## src/rtl/cart_pkg.sv

```systemverilog
// Shared constants and types for the ASCII-family banked cartridge mapper.
package cart_pkg;

    localparam logic [15:0] WIN_LO   = 16'h4000;
    localparam logic [15:0] WIN_HI   = 16'hBFFF;
    localparam logic [2:0]  REG_BASE = 3'b011;

    localparam int BANK_BITS_ASCII8  = 13;
    localparam int BANK_BITS_ASCII16 = 14;

    typedef enum logic [1:0] {
        IDLE,
        QUIET,
        REQ
    } save_state_t;

endpackage

```

## src/rtl/cart_sram_saver.sv

```systemverilog
// Battery-SRAM save handshake: tracks writes and asks the host to save after a quiet period.
//
//   state | meaning
//   IDLE  | SRAM clean, nothing pending
//   QUIET | SRAM dirty, counting down quiet cycles since the last write
//   REQ   | save_req asserted, waiting for save_ack
module cart_sram_saver
    import cart_pkg::*;
#(
    parameter logic [23:0] SAVE_DELAY = 24'd3_579_545
) (
    input  logic clk,
    input  logic reset,
    input  logic sram_we,
    input  logic save_ack,
    output logic sram_dirty,
    output logic save_req
);

    save_state_t state, state_n;
    logic [23:0] quiet_cnt, quiet_cnt_n;
    logic        dirty, dirty_n;

    always_ff @(posedge clk or posedge reset) begin
        if (reset) begin
            state     <= IDLE;
            quiet_cnt <= '0;
            dirty     <= 1'b0;
        end else begin
            state     <= state_n;
            quiet_cnt <= quiet_cnt_n;
            dirty     <= dirty_n;
        end
    end

    // A write always wins, including over a concurrent save_ack in REQ.
    always_comb begin
        state_n     = state;
        quiet_cnt_n = quiet_cnt;
        dirty_n     = dirty;
        if (sram_we) begin
            dirty_n     = 1'b1;
            quiet_cnt_n = SAVE_DELAY;
            state_n     = QUIET;
        end else begin
            case (state)
                IDLE: ;
                QUIET: begin
                    if (quiet_cnt == '0) state_n = REQ;
                    else                 quiet_cnt_n = quiet_cnt - 24'd1;
                end
                REQ: begin
                    if (save_ack) begin
                        dirty_n = 1'b0;
                        state_n = IDLE;
                    end
                end
                default: state_n = IDLE;
            endcase
        end
    end

    assign sram_dirty = dirty;
    assign save_req   = (state == REQ);

endmodule

```

## src/rtl/cart_ascii_banked.sv

```systemverilog
// ASCII8/ASCII16-style MSX mapper: bank registers, ROM/SRAM address translation and save handshake.
module cart_ascii_banked
    import cart_pkg::*;
#(
    parameter int          BANK_BITS    = BANK_BITS_ASCII16,
    parameter int          REG_W        = 8,
    parameter int          SRAM_AW      = 13,
    parameter logic [7:0]  SRAM_SEL_MIN = 8'h10,
    parameter int          SRAM_WR_MIN  = (2 ** (15 - BANK_BITS)) / 2,
    parameter logic [23:0] SAVE_DELAY   = 24'd3_579_545
) (
    input  logic               clk,
    input  logic               reset,
    input  logic [24:0]        rom_size,
    input  logic [15:0]        addr,
    input  logic [7:0]         d_from_cpu,
    input  logic               wr,
    input  logic               cs,
    input  logic               sram_en,
    input  logic               save_ack,
    output logic [24:0]        mem_addr,
    output logic               mem_oe,
    output logic [SRAM_AW-1:0] sram_addr,
    output logic               sram_we,
    output logic               sram_oe,
    output logic               sram_dirty,
    output logic               save_req
);

    localparam int NB_BITS   = 15 - BANK_BITS;
    localparam int NUM_BANKS = 1 << NB_BITS;
    localparam logic [NB_BITS:0] WR_MIN = (NB_BITS + 1)'(SRAM_WR_MIN);

    logic [REG_W-1:0]           bank [NUM_BANKS];
    logic                       reg_sel;
    logic [NB_BITS-1:0]         reg_idx;
    logic                       in_window;
    logic [NB_BITS-1:0]         slot;
    logic [REG_W-1:0]           cur_bank;
    logic [REG_W-1:0]           rom_pages;
    logic [REG_W-1:0]           page_mask;
    logic [REG_W-1:0]           sram_sel;
    logic                       hit;
    logic                       wr_slot_ok;
    logic [REG_W+BANK_BITS-1:0] page_addr;

    // With two banks, addr[11] must be low so only 6000-67FF and 7000-77FF decode.
    assign reg_sel = cs && wr && (addr[15:13] == REG_BASE)
                     && ((NUM_BANKS != 2) || !addr[11]);
    assign reg_idx = addr[12 -: NB_BITS];

    always_ff @(posedge clk or posedge reset) begin
        if (reset) begin
            for (int i = 0; i < NUM_BANKS; i++) bank[i] <= '0;
        end else if (reg_sel) begin
            bank[reg_idx] <= REG_W'(d_from_cpu);
        end
    end

    assign in_window = (addr >= WIN_LO) && (addr <= WIN_HI);
    assign slot      = NB_BITS'((addr - WIN_LO) >> BANK_BITS);
    assign cur_bank  = bank[slot];

    // An image smaller than one bank yields zero pages, so the mask wraps to all-ones.
    assign rom_pages = REG_W'(rom_size >> BANK_BITS);
    assign page_mask = rom_pages - REG_W'(1);
    assign sram_sel  = (rom_pages > REG_W'(SRAM_SEL_MIN)) ? rom_pages : REG_W'(SRAM_SEL_MIN);

    assign hit        = sram_en && |(cur_bank & sram_sel);
    assign wr_slot_ok = {1'b0, slot} >= WR_MIN;

    assign page_addr = {cur_bank & page_mask, addr[BANK_BITS-1:0]};
    assign mem_addr  = 25'(page_addr);
    assign sram_addr = addr[SRAM_AW-1:0];

    assign mem_oe  = cs && in_window && !hit;
    assign sram_oe = cs && in_window && hit;
    assign sram_we = cs && wr && in_window && hit && wr_slot_ok;

    cart_sram_saver #(
        .SAVE_DELAY(SAVE_DELAY)
    ) u_saver (
        .clk       (clk),
        .reset     (reset),
        .sram_we   (sram_we),
        .save_ack  (save_ack),
        .sram_dirty(sram_dirty),
        .save_req  (save_req)
    );

endmodule

```

## config.mk

```make
export PLATFORM = sky130hd
export DESIGN_NAME = cart_ascii_banked
export DESIGN_NICKNAME = d
export VERILOG_FILES = /design/src/rtl/cart_pkg.sv /design/src/rtl/cart_sram_saver.sv /design/src/rtl/cart_ascii_banked.sv
export SDC_FILE = /design/constraint.sdc
export NUM_CORES = 1
export LEC_CHECK = 0
export BUFFER_PORTS_ARGS = -buffer_cell sky130_fd_sc_hd__buf_2
export CAP_MARGIN = 20
export CORE_ASPECT_RATIO = 0.8
export CORE_MARGIN = 1.5
export CORE_UTILIZATION = 35
export CTS_CLUSTER_DIAMETER = 200
export DETAILED_ROUTE_END_ITERATION = 10
export SLEW_MARGIN = 5
export SYNTH_ARGS = -nofsm -noshare
export SYNTH_HDL_FRONTEND = slang
export SYNTH_HIERARCHICAL = 1
export SYNTH_SLANG_ARGS = --single-unit
```

## constraint.sdc

```tcl
create_clock -name clk -period 5.29 [get_ports clk]
set_input_delay 0.7935 -clock clk [delete_from_list [all_inputs] [get_ports clk]]
set_output_delay 0.7935 -clock clk [all_outputs]
set_load 0.05 [all_outputs]
```

==> results by group <==
Synth
  • Synth top area cells: dfrtp_1 (39%), mux2_2 (8.5%), buf_4 (8.3%), xor2_1 (4.4%), nor2_1 (2.8%)
  • Post-synth EDFFs: 0
  • Ys async rst share: 1.00
  • Area leader, netlist: dfrtp_1
  • Yosys cell types: 59
  • Mean area per synthesized cell: 10.1 um^2
  • Mapped Cells: 277
  • Seq cells post-synth: 43
  • Top-count cell post-synth: dfrtp_1
  • Register area share after synthesis: 0.385
  • Ys flop type: dfrtp_1
  • Yosys warning count: 6
  • Post-synth top area share: 0.385
  • Post-synthesis instance area: 2790 um^2
  • Post-synth top cells: dfrtp_1 (43), buf_4 (31), mux2_2 (21), nor2_1 (21), xor2_1 (14)

Pwr
  • LEAKAGE: 1.28 nW
  • Sw Share: 0.362
  • Logic pwr share: 0.293
  • Clk pwr share: 0.199
  • Net Sw Power: 0.350 mW
  • Sequential Power Share: 0.507
  • Maximum vdd drop: 0.189 mV
  • P_int: 0.619 mW
  • Pwr Total: 0.969 mW
  • PwrDens: between 300 and 400 nW/um^2

STA
  • Final setup fails: 0
  • RSZ-0062 raised after global routing: false
  • Rel. slew slack: 0.571
  • Post-route clock period utilization: 0.625
  • Tmin final: ~3300 ps
  • Least-Margin Pin Slew: 642 ps
  • Final hold vios: 0
  • Fin. max-slew vios: 0
  • WHS: 480 ps
  • Fmax: between 300 and 400 MHz
  • PnR worst setup slack: a little under 2000 ps
  • Clock skew: 7.52 ps
  • Setup TNS Final: 0 ps

Critical path
  • Crit-path cells: buf_2, mux2_2, a222oi_1, and2_1, a21oi_1, buf_4, buf_2
  • Startpoint type of the worst setup path: input pin
  • Max FO, Critical Path: 20
  • Worst path bufs/invs: 3
  • CP Class: input pin to primary output
  • Worst Path Arrival: 2510 ps
  • CP top delay family: buffers and inverters
  • Cell mode on critical path: buf_2
  • Crit path largest cell delay: 400 ps
  • CP max-delay cell: mux2_2
  • Setup crit end kind: primary output
  • Worst Path Required: 4500 ps

Run
  • Max Cap Violations: 0

Clock tree
  • CTS H-tree lvls: 2
  • PostCTS Resize Cnt: 0
  • Root buffer cell: clkbuf_8
  • Clk Latency, worst-skew pair: just under 300 ps
  • Post-CTS setup buffer count: 0
  • Clock buffer depth: 2
  • CTS tree: built
  • Hold buffers post-CTS: 0
  • Num Clock Sinks: 43
  • TritonCTS Buffers: 5
  • CTS clk-pin slew, worst paths: 80 ps

Global routing
  • Antenna violations before repair: 0
  • Vias in the first global route: approximately 1900
  • Largest net degree at the start of global routing: 28
  • Grt ovf: 0
  • Global router's overall resource usage: 0.138
  • Global-route wire length before repair: 9310 um

Placed design
  • Area post-placement: 2880 um^2
  • Port bufs: between 40 and 50
  • HPWL after DPL: 4250 um
  • Global placement routability congestion: a little under 0.8
  • Post-Place Setup Slack: a little under 2000 ps

Route
  • Total routed wirelength: between 5000 and 6000 um
  • Detail Route Antenna Nets: 0
  • DR iter-0 viols: 78
  • Average wire per standard cell: around 15 um
  • Drt pass-1 iters: 4
  • DRC Markers: 0
  • Via count: 2063
  • Avg Vias per Cell: 5.20

Die
  • Cell Rows: 28
  • Core area: 7570 um^2
  • Die Wd: between 100 and 150 um
  • Initial Utilization: 0.369
  • Ports: 98
  • DIE AREA: approximately 8500 um^2
  • Die Ht: ~83 um

Cells and area
  • Reg area: 1080 um^2
  • Area grow syn2layout: 6.63%
  • Nets@finish: 352
  • Area of the multi-input gates: ~1400 um^2
  • Design area: 2980 um^2
  • Share of layout cells above drive strength 1: 0.308
  • # diodes: 0
  • Fillers: 784

Run status
  • Status: finished, final reports clean

Hold path
  • HP Class: flip-flop to flip-flop
[worst register-to-register path: stages, from the launching register on]
cell and delay [ps]:
dfrtp_1 490, nor4_4 380, nand4_2 420, o21ai_4 570
nor4_1 110, mux2_2 280
[final cells by class]
| cell class | count | area share |
|---|---|---|
| well taps | 105 | 0.0441 |
| clock buffers | 6 | 0.0244 |
| flip-flops and latches | 43 | 0.361 |
| repair buffers | 46 | 0.0857 |
| multi-input cells | 188 | 0.473 |
| inverters | 9 | 0.0113 |
[layout by cell type, fill, tap and decap left out, types with 4 or more instances in the layout]
cell and instances:
clkbuf_8 5, nor3_1 5, o21ai_0 6, nand4_1 5, nor2b_1 8, ha_1 4
or3_1 5, nand3_1 7, mux2i_1 4, inv_1 9, nor2_1 21, nor4_1 5
dfrtp_1 43, xor2_1 14, mux2_2 21, a21oi_1 6, buf_2 44, nand2_1 12
or4_1 7, o31ai_1 8
[sequential cells by signal, summed over array words and instances, names as in the netlist]
signal / count
bank: 16
u_saver/sram_dirty: 1
u_saver/state: 2
u_saver/quiet_cnt: 24
[logic make-up after synthesis]
| group | after synthesis | synth area share |
|---|---|---|
| AND/OR/NAND/NOR | 99 | 0.222 |
| buffers and inverters | 48 | 0.113 |
| flip-flops | 43 | 0.385 |
| AO/OA/AOI/OAI | 41 | 0.109 |
| multiplexers | 26 | 0.104 |
| XOR/XNOR | 15 | 0.0470 |
| adder cells (fa/ha/maj) | 4 | 0.0179 |
| other | 1 | 0.00134 |
[metrics by stage]
step,util,instances
2_1_floorplan,-,279
3_3_place_gp,0.380,390
3_5_place_dp,0.380,390
4_1_cts,0.390,396
5_1_grt,0.394,397
6_report,0.394,397
[worst paths after layout]
path	slack, ps	depth (start not counted)	endpoint	from
worst max-delay path	1980	7	sram_we	addr[14]
worst min-delay path	480	1	u_saver/sram_dirty	u_saver/sram_dirty
worst max register to register	2930	5	u_saver/quiet_cnt[5]	u_saver/quiet_cnt[15]
worst min register to register	480	1	u_saver/sram_dirty	u_saver/sram_dirty
max in group asynchronous	4230	3	u_saver/quiet_cnt[1]	reset
min in group asynchronous	570	2	u_saver/quiet_cnt[0]	reset
[metal layers]
| metal | vias to the layer above | track usage | share of wire |
|---|---|---|---|
| li1 | 990 | - | - |
| met4 | 0 | 0.0479 | 0.012 |
| met1 | 1014 | 0.210 | 0.52 |
| met5 | - | 0 | 0 |
| met3 | 7 | 0.0269 | 0.058 |
| met2 | 52 | 0.194 | 0.41 |
[power by group through the flow]
stage                     clock, mW  combinational, mW  sequential [mW]
after floorplan                   0              0.265            0.487
after global placement            0              0.278            0.492
after detailed placement          0              0.283            0.496
after CTS                     0.202              0.285            0.491
after global routing          0.214              0.317            0.504
final                         0.193              0.284            0.492
Power figures use the tool's default switching activity.
